## src/rtl/window_gen_3x3.sv

```systemverilog
// 3x3 neighbourhood builder: two line buffers feed a 3x3 tap array.
// Emits each complete, non-padded window with a one-cycle strobe.
module window_gen_3x3 #(
    parameter int IMG_W  = 8,
    parameter int IMG_H  = 8,
    parameter int DATA_W = 4
) (
    input  logic                  clk,
    input  logic                  rst_n,
    input  logic [DATA_W-1:0]     pix_in,
    input  logic                  pix_valid,
    output logic [9*DATA_W-1:0]   window,
    output logic                  win_valid,
    output logic                  frame_done
);

    localparam int CW = (IMG_W > 1) ? $clog2(IMG_W) : 1;
    localparam int RW = (IMG_H > 1) ? $clog2(IMG_H) : 1;
    localparam logic [CW-1:0] COL_LAST = CW'(IMG_W - 1);
    localparam logic [RW-1:0] ROW_LAST = RW'(IMG_H - 1);

    logic [CW-1:0]     col;
    logic [RW-1:0]     row;
    logic [DATA_W-1:0] lb1 [IMG_W];
    logic [DATA_W-1:0] lb2 [IMG_W];
    logic [DATA_W-1:0] tap [9];
    logic              col_last;
    logic              row_last;
    logic              full;

    assign col_last = (col == COL_LAST);
    assign row_last = (row == ROW_LAST);
    assign full     = (row >= RW'(2)) && (col >= CW'(2));

    // Line buffers hold no reset: rows r<2 never raise win_valid.
    always_ff @(posedge clk) begin
        if (pix_valid) begin
            lb1[col] <= pix_in;
            lb2[col] <= lb1[col];
        end
    end

    always_ff @(posedge clk or negedge rst_n) begin
        if (!rst_n) begin
            col        <= '0;
            row        <= '0;
            win_valid  <= 1'b0;
            frame_done <= 1'b0;
            for (int i = 0; i < 9; i++) begin
                tap[i] <= '0;
            end
        end else begin
            win_valid  <= pix_valid && full;
            frame_done <= pix_valid && col_last && row_last;
            if (pix_valid) begin
                for (int wr = 0; wr < 3; wr++) begin
                    tap[3*wr]     <= tap[3*wr+1];
                    tap[3*wr+1]   <= tap[3*wr+2];
                end
                tap[2] <= lb2[col];
                tap[5] <= lb1[col];
                tap[8] <= pix_in;
                if (col_last) begin
                    col <= '0;
                    row <= row_last ? '0 : row + RW'(1);
                end else begin
                    col <= col + CW'(1);
                end
            end
        end
    end

    for (genvar i = 0; i < 9; i++) begin : g_pack
        assign window[i*DATA_W +: DATA_W] = tap[i];
    end

endmodule

```

## config.mk

```make
export PLATFORM = sky130hd
export DESIGN_NAME = window_gen_3x3
export DESIGN_NICKNAME = d
export VERILOG_FILES = /design/src/rtl/window_gen_3x3.sv
export SDC_FILE = /design/constraint.sdc
export NUM_CORES = 1
export LEC_CHECK = 0
export ABC_CLOCK_PERIOD_IN_PS = 3260
export BUFFER_PORTS_ARGS = -buffer_cell sky130_fd_sc_hd__buf_2
export CORE_MARGIN = 2
export CORE_UTILIZATION = 58
export DETAILED_ROUTE_END_ITERATION = 8
export GPL_TIMING_DRIVEN = 0
export PLACE_DENSITY = 0.81
export SLEW_MARGIN = 20
export SYNTH_ARGS = -nofsm -noshare
export SYNTH_HDL_FRONTEND = slang
export SYNTH_SLANG_ARGS = --single-unit
```

## constraint.sdc

```tcl
create_clock -name clk -period 3.26 [get_ports clk]
set_clock_uncertainty 0.1 [all_clocks]
set_input_delay 0.163 -clock clk [delete_from_list [all_inputs] [get_ports clk]]
set_output_delay 0.163 -clock clk [all_outputs]
set_load 0.1 [all_outputs]
```

==> flow_metrics.tcl, run 1 <==
set metrics [dict create \
    synth_warnings 0 \
    ios 45 \
    r2r-start "col[1]" \
    avgSynthCellArea_um2 16.30 \
    finalCriticalPeriod_ns 2.354 \
    synth_area_leaders "edfxtp_1 (44%), dfrtp_1 (25%), mux2_2 (9.9%)" \
    drc 0 \
    holdPathEnd "row[1]" \
    drt-initial-drc-count 231 \
    die-area_um2 8155 \
    grt_util_all_layers 0.2120 \
    grt_max_degree 45 \
    synth_nets 278 \
    routedWlPerCell_um 18.49 \
    die_w_um 90.31 \
    synthDistinctLibCells 44 \
    syn-cell-area_um2 4320 \
    ys_seq_elements 108 \
    r2r_cells 5 \
    numCtsBuffers 9 \
    hold_path_startpoint "pix_valid" \
    clkTransAtPathRegs_ns 0.10 \
    synth_edf_count 64 \
    insertion_delay_ns 0.38 \
    ant_nets 0 \
    fmax_ghz 0.4248 \
    fin_crit_sh 0.7220 \
    die_height_um 90.31 \
    grt_pass1_vias 2535 \
    place.gp.congestion 0.8320 \
    timing.rr.end "lb2[4][0]" \
    post_cts_buffers 0 \
    viasPerCell 5.701 \
    drt_pre_antenna_iters 4 \
    slew_violations 0 \
    synth_ff_type "edfxtp_1" \
    cts_tree "built" \
    grt_pass1_wl_um 13100 \
    grt-ovfl-total 0 \
    status "completed" \
    tns_ns 0 \
    port_buffers 43 \
    initial_utilization 0.5989 \
    cts_sinks 108 \
    rows 31 \
    min_path_cells 3 \
    hold_class "in -> reg" \
    cp-start-kind "flip-flop" \
    synth_seq_area_share 0.6997 \
    fin_nets 337 \
    clock_tree.buffer_depth 2 \
    setup_viol 0 \
    async_flop_share 0.4074 \
    antenna_cells 0 \
    worst-path-max-fanout 10 \
    dp_hpwl_um 5253 \
    rsz0062_at_grt "false" \
    antenna_found_initial 0 \
    final_cell_mix "edfxtp_1 (64), buf_2 (49), dfrtp_1 (44)" \
    cp_data_required_time_ns 3.16 \
    reg2reg_slack_ns 0.91 \
    final-hold-violation-count 0 \
    endpoint_kind "flip-flop" \
    vias 2440 \
    h-tree-depth 3 \
    slew_headroom 0.3536 \
    area_growth_pct 13.99 \
    drive_above_1_share 0.3708 \
    cap_violations 0 \
    yosysTopAreaCellShare 0.4448 \
    tightest_slew_ns 0.9660 \
    core_area_um2 7214 \
    worstPathArrival_ns 2.26 \
    final_common_cell "edfxtp_1" \
    cts_resized 0 \
    wirelength_um 7915 \
    synth_largest_area_cell "edfxtp_1" \
    synthCells 265 \
    cts_root_buffer "clkbuf_8" \
    worstSetupPathType "reg -> reg" \
]
[critical path, cell delays in order, from the launching register on]
cell      delay (ns)
dfrtp_1         0.44
buf_6           0.18
buf_12          0.15
buf_4           0.18
nand2b_1        0.17
nor2_1          0.75
[stage by stage]
step                cell area (µm²)  std cells  hold WS, ns  utilization  setup slack (ns)
global placement               4659        407       0.2524       0.6459            0.7073
global route                   4925        428       0.1406       0.6826            0.8301
finish                         4925        428       0.1328       0.6826            0.9062
detailed placement             4669        407       0.2548       0.6472            0.9400
floorplan                      4320        265      -0.2326            -             1.296
CTS                            4925        428       0.1212       0.6826            0.9310
[what timing repair did]
item                                    4_1_cts  5_1_grt
endpoints found under the setup margin        0        0
hold buffers                                  5        0
endpoints found under the hold margin        76        0
[state kept, by name, summed over array words and instances (netlist names)]
register    cells
row             3
lb1            32
lb2            32
col             3
frame_done      1
win_valid       1
window         36
[cell families (layout without fill, tap and decap cells)]
logic type | after synthesis | after routing | share of synthesized area
mux | 53 | 53 | 0.1422
flops | 108 | 108 | 0.6997
fa+ha+maj | 6 | 6 | 0.01738
buf+inv | 19 | 83 | 0.03070
simple gates | 38 | 38 | 0.04315
compound gates | 41 | 41 | 0.06690
[cell type report]
type | count | area, µm²
plain buffers | 16 | 121.4
multi-input cells | 138 | 1175
clock inverters | 7 | 81.33
flip-flops and latches | 108 | 3023
inverters | 3 | 11.26
well taps | 99 | 123.9
fillers | 499 | 2290
clock buffers | 9 | 123.9
repair buffers | 48 | 265.3
[routing by layer]
layer | GRT usage | wire (µm)
met2 | 0.3471 | 4054
met3 | 0.06678 | 458
met4 | 0.06154 | 118
met5 | 0 | 0
met1 | 0.2759 | 3284
[cells in the mapped netlist, types with 3 or more instances]
| master | instances |
|---|---|
| edfxtp_1 | 64 |
| dfrtp_1 | 44 |
| mux2_2 | 38 |
| nor2_1 | 14 |
| mux2i_1 | 10 |
| a21oi_1 | 8 |
| a22oi_1 | 8 |
| nand2_1 | 8 |
| buf_2 | 6 |
| ha_1 | 6 |
| o21ai_0 | 5 |
| buf_6 | 4 |
| nor3_1 | 4 |
| a211oi_1 | 3 |
| a31oi_1 | 3 |
| clkbuf_1 | 3 |
| inv_1 | 3 |
[worst max path at each step]
stage               from        end  slack, ns
6_report          col[1]  lb2[4][0]       0.91
5_1_grt           col[0]  lb1[7][2]       0.83
4_1_cts           col[1]  lb1[5][2]       0.93
3_5_place_dp   pix_valid  lb2[6][3]       0.94
3_3_place_gp   pix_valid  lb2[1][3]       0.71
2_1_floorplan     col[1]  lb1[0][0]       1.30
Power of run 1 is left out: the tool's default activity adds up to more than one toggle a clock period on the data nets, which glitch-free logic cannot reach.
==> inputs of run 2 (changes only) <==
- ABC_CLOCK_PERIOD_IN_PS: 3260 -> 2130
- CORE_UTILIZATION: 58 -> 52
- PLACE_DENSITY: 0.81 -> 0.77
- clock period: 3.26 -> 2.13 ns (I/O delays scaled with it)
==> flow_metrics.tcl, run 2 (synthesis results as in run 1) <==
set metrics [dict create \
    status "finished with violations" \
    violations "negative setup slack" \
    grt_pass1_wl_um 12780 \
    slew_headroom 0.3254 \
    fin_crit_sh 1.110 \
    cts_root_buffer "clkbuf_8" \
    dp_slack_ns -0.1397 \
    tightest_slew_ns 1.008 \
    dpl_cell_area_um2 4677 \
    tns_ns -5.491 \
    largest_register_ffs 36 \
    cp-start-kind "flip-flop" \
    finalCriticalPeriod_ns 2.365 \
    routedWlPerCell_um 19.26 \
    fin_ws_ns -0.2353 \
    cts_tree "built" \
    ios 45 \
    die_w_um 95.15 \
    grt-ovfl-total 0 \
    grt_util_all_layers 0.1954 \
    grt_max_degree 45 \
    port_buffers 43 \
    hold_class "in -> reg" \
    wirelength_um 8361 \
    area_growth_pct 14.25 \
    die_height_um 95.15 \
    final_common_cell "edfxtp_1" \
    ant_nets 0 \
    fin_area_um2 4936 \
    initial_utilization 0.5311 \
    drt-initial-drc-count 233 \
    post_cts_buffers 0 \
    final-hold-violation-count 0 \
    drc 0 \
    multi_input_area_um2 1180 \
    drive_above_1_share 0.3739 \
    place.gp.congestion 0.8928 \
    worst-path-max-fanout 10 \
    worstPathArrival_ns 2.25 \
    antenna_found_initial 0 \
    rsz0062_at_grt "true" \
    slew_violations 0 \
    vias 2503 \
    post-route-util 0.6068 \
    cp_data_required_time_ns 2.02 \
    rows 33 \
    numCtsBuffers 9 \
    clkTransAtPathRegs_ns 0.10 \
    num-fill-cells 628 \
    insertion_delay_ns 0.36 \
    fmax_ghz 0.4228 \
    grt_pass1_vias 2429 \
    antenna_cells 0 \
    setup_viol 48 \
    cts_sinks 108 \
    endpoint_kind "flip-flop" \
    layout.area.seq_um2 3023 \
    clock_tree.buffer_depth 2 \
    cap_violations 0 \
    die-area_um2 9054 \
    core_area_um2 8134 \
    fin_nets 337 \
    viasPerCell 5.767 \
    dp_hpwl_um 5614 \
    final_cell_mix "edfxtp_1 (64), buf_2 (49), dfrtp_1 (44)" \
    worstSetupPathType "reg -> reg" \
    h-tree-depth 3 \
    drt_pre_antenna_iters 4 \
]
==> run 2: cell count changes in the layout (fill, tap and decap cells not counted) <==
cell,before,now
clkbuf_1,3,4
clkbuf_16,0,2
inv_4,0,2
nor2_2,0,2
bufinv_16,1,0
nor2_1,14,12
inv_8,1,0
inv_6,3,0
==> run 2: path summary, 6_finish.rpt <==
kind | start | end | slack [ns] | cells past startpoint
hold reg to reg | window[14] | window[14] | 0.41 | 1
setup / recovery | col[1] | lb2[5][3] | -0.24 | 5
max in group asynchronous | rst_n | window[35] | 0.99 | 2
hold / removal | pix_valid | row[1] | 0.06 | 3
setup reg to reg | col[1] | lb2[5][3] | -0.24 | 5
min in group asynchronous | rst_n | window[9] | 0.33 | 2
==> run 2: per-stage QoR <==
step | std cells | hold slack [ns]
floorplan | 265 | -0.2891
detailed placement | 413 | 0.2007
global placement | 413 | 0.1973
global route | 434 | 0.09202
finish | 434 | 0.06267
CTS | 434 | 0.05154
==> run 2: critical path, stage by stage (launching register included) <==
cell      delay, ns
dfrtp_1        0.44
buf_6          0.18
buf_12         0.15
buf_4          0.18
nand2b_1       0.18
nor2_1         0.76
==> run 2: area by class of cell <==
type                    count  share of cell area
inverters                   3            0.002281
plain buffers              16             0.02459
clock inverters             4            0.005323
well taps                 105             0.02662
repair buffers             48             0.05374
clock buffers              12             0.03599
flip-flops and latches    108              0.6124
multi-input cells         138              0.2390
==> run 2: routing by layer <==
metal,GRT usage,up-vias,wire length (µm),part of all wire
li1,-,1120,-,-
met1,0.2557,1278,3427,0.41
met2,0.3175,91,4132,0.49
met3,0.03636,14,595,0.071
met4,0.09179,0,206,0.025
met5,0,-,0,0
==> run 2: what timing repair did <==
item	CTS	global route
gates resized for setup	2	0
setup endpoints to repair	64	48
endpoints found under the hold margin	78	0
hold buffers	5	0
Power of run 2 is left out for the same reason.
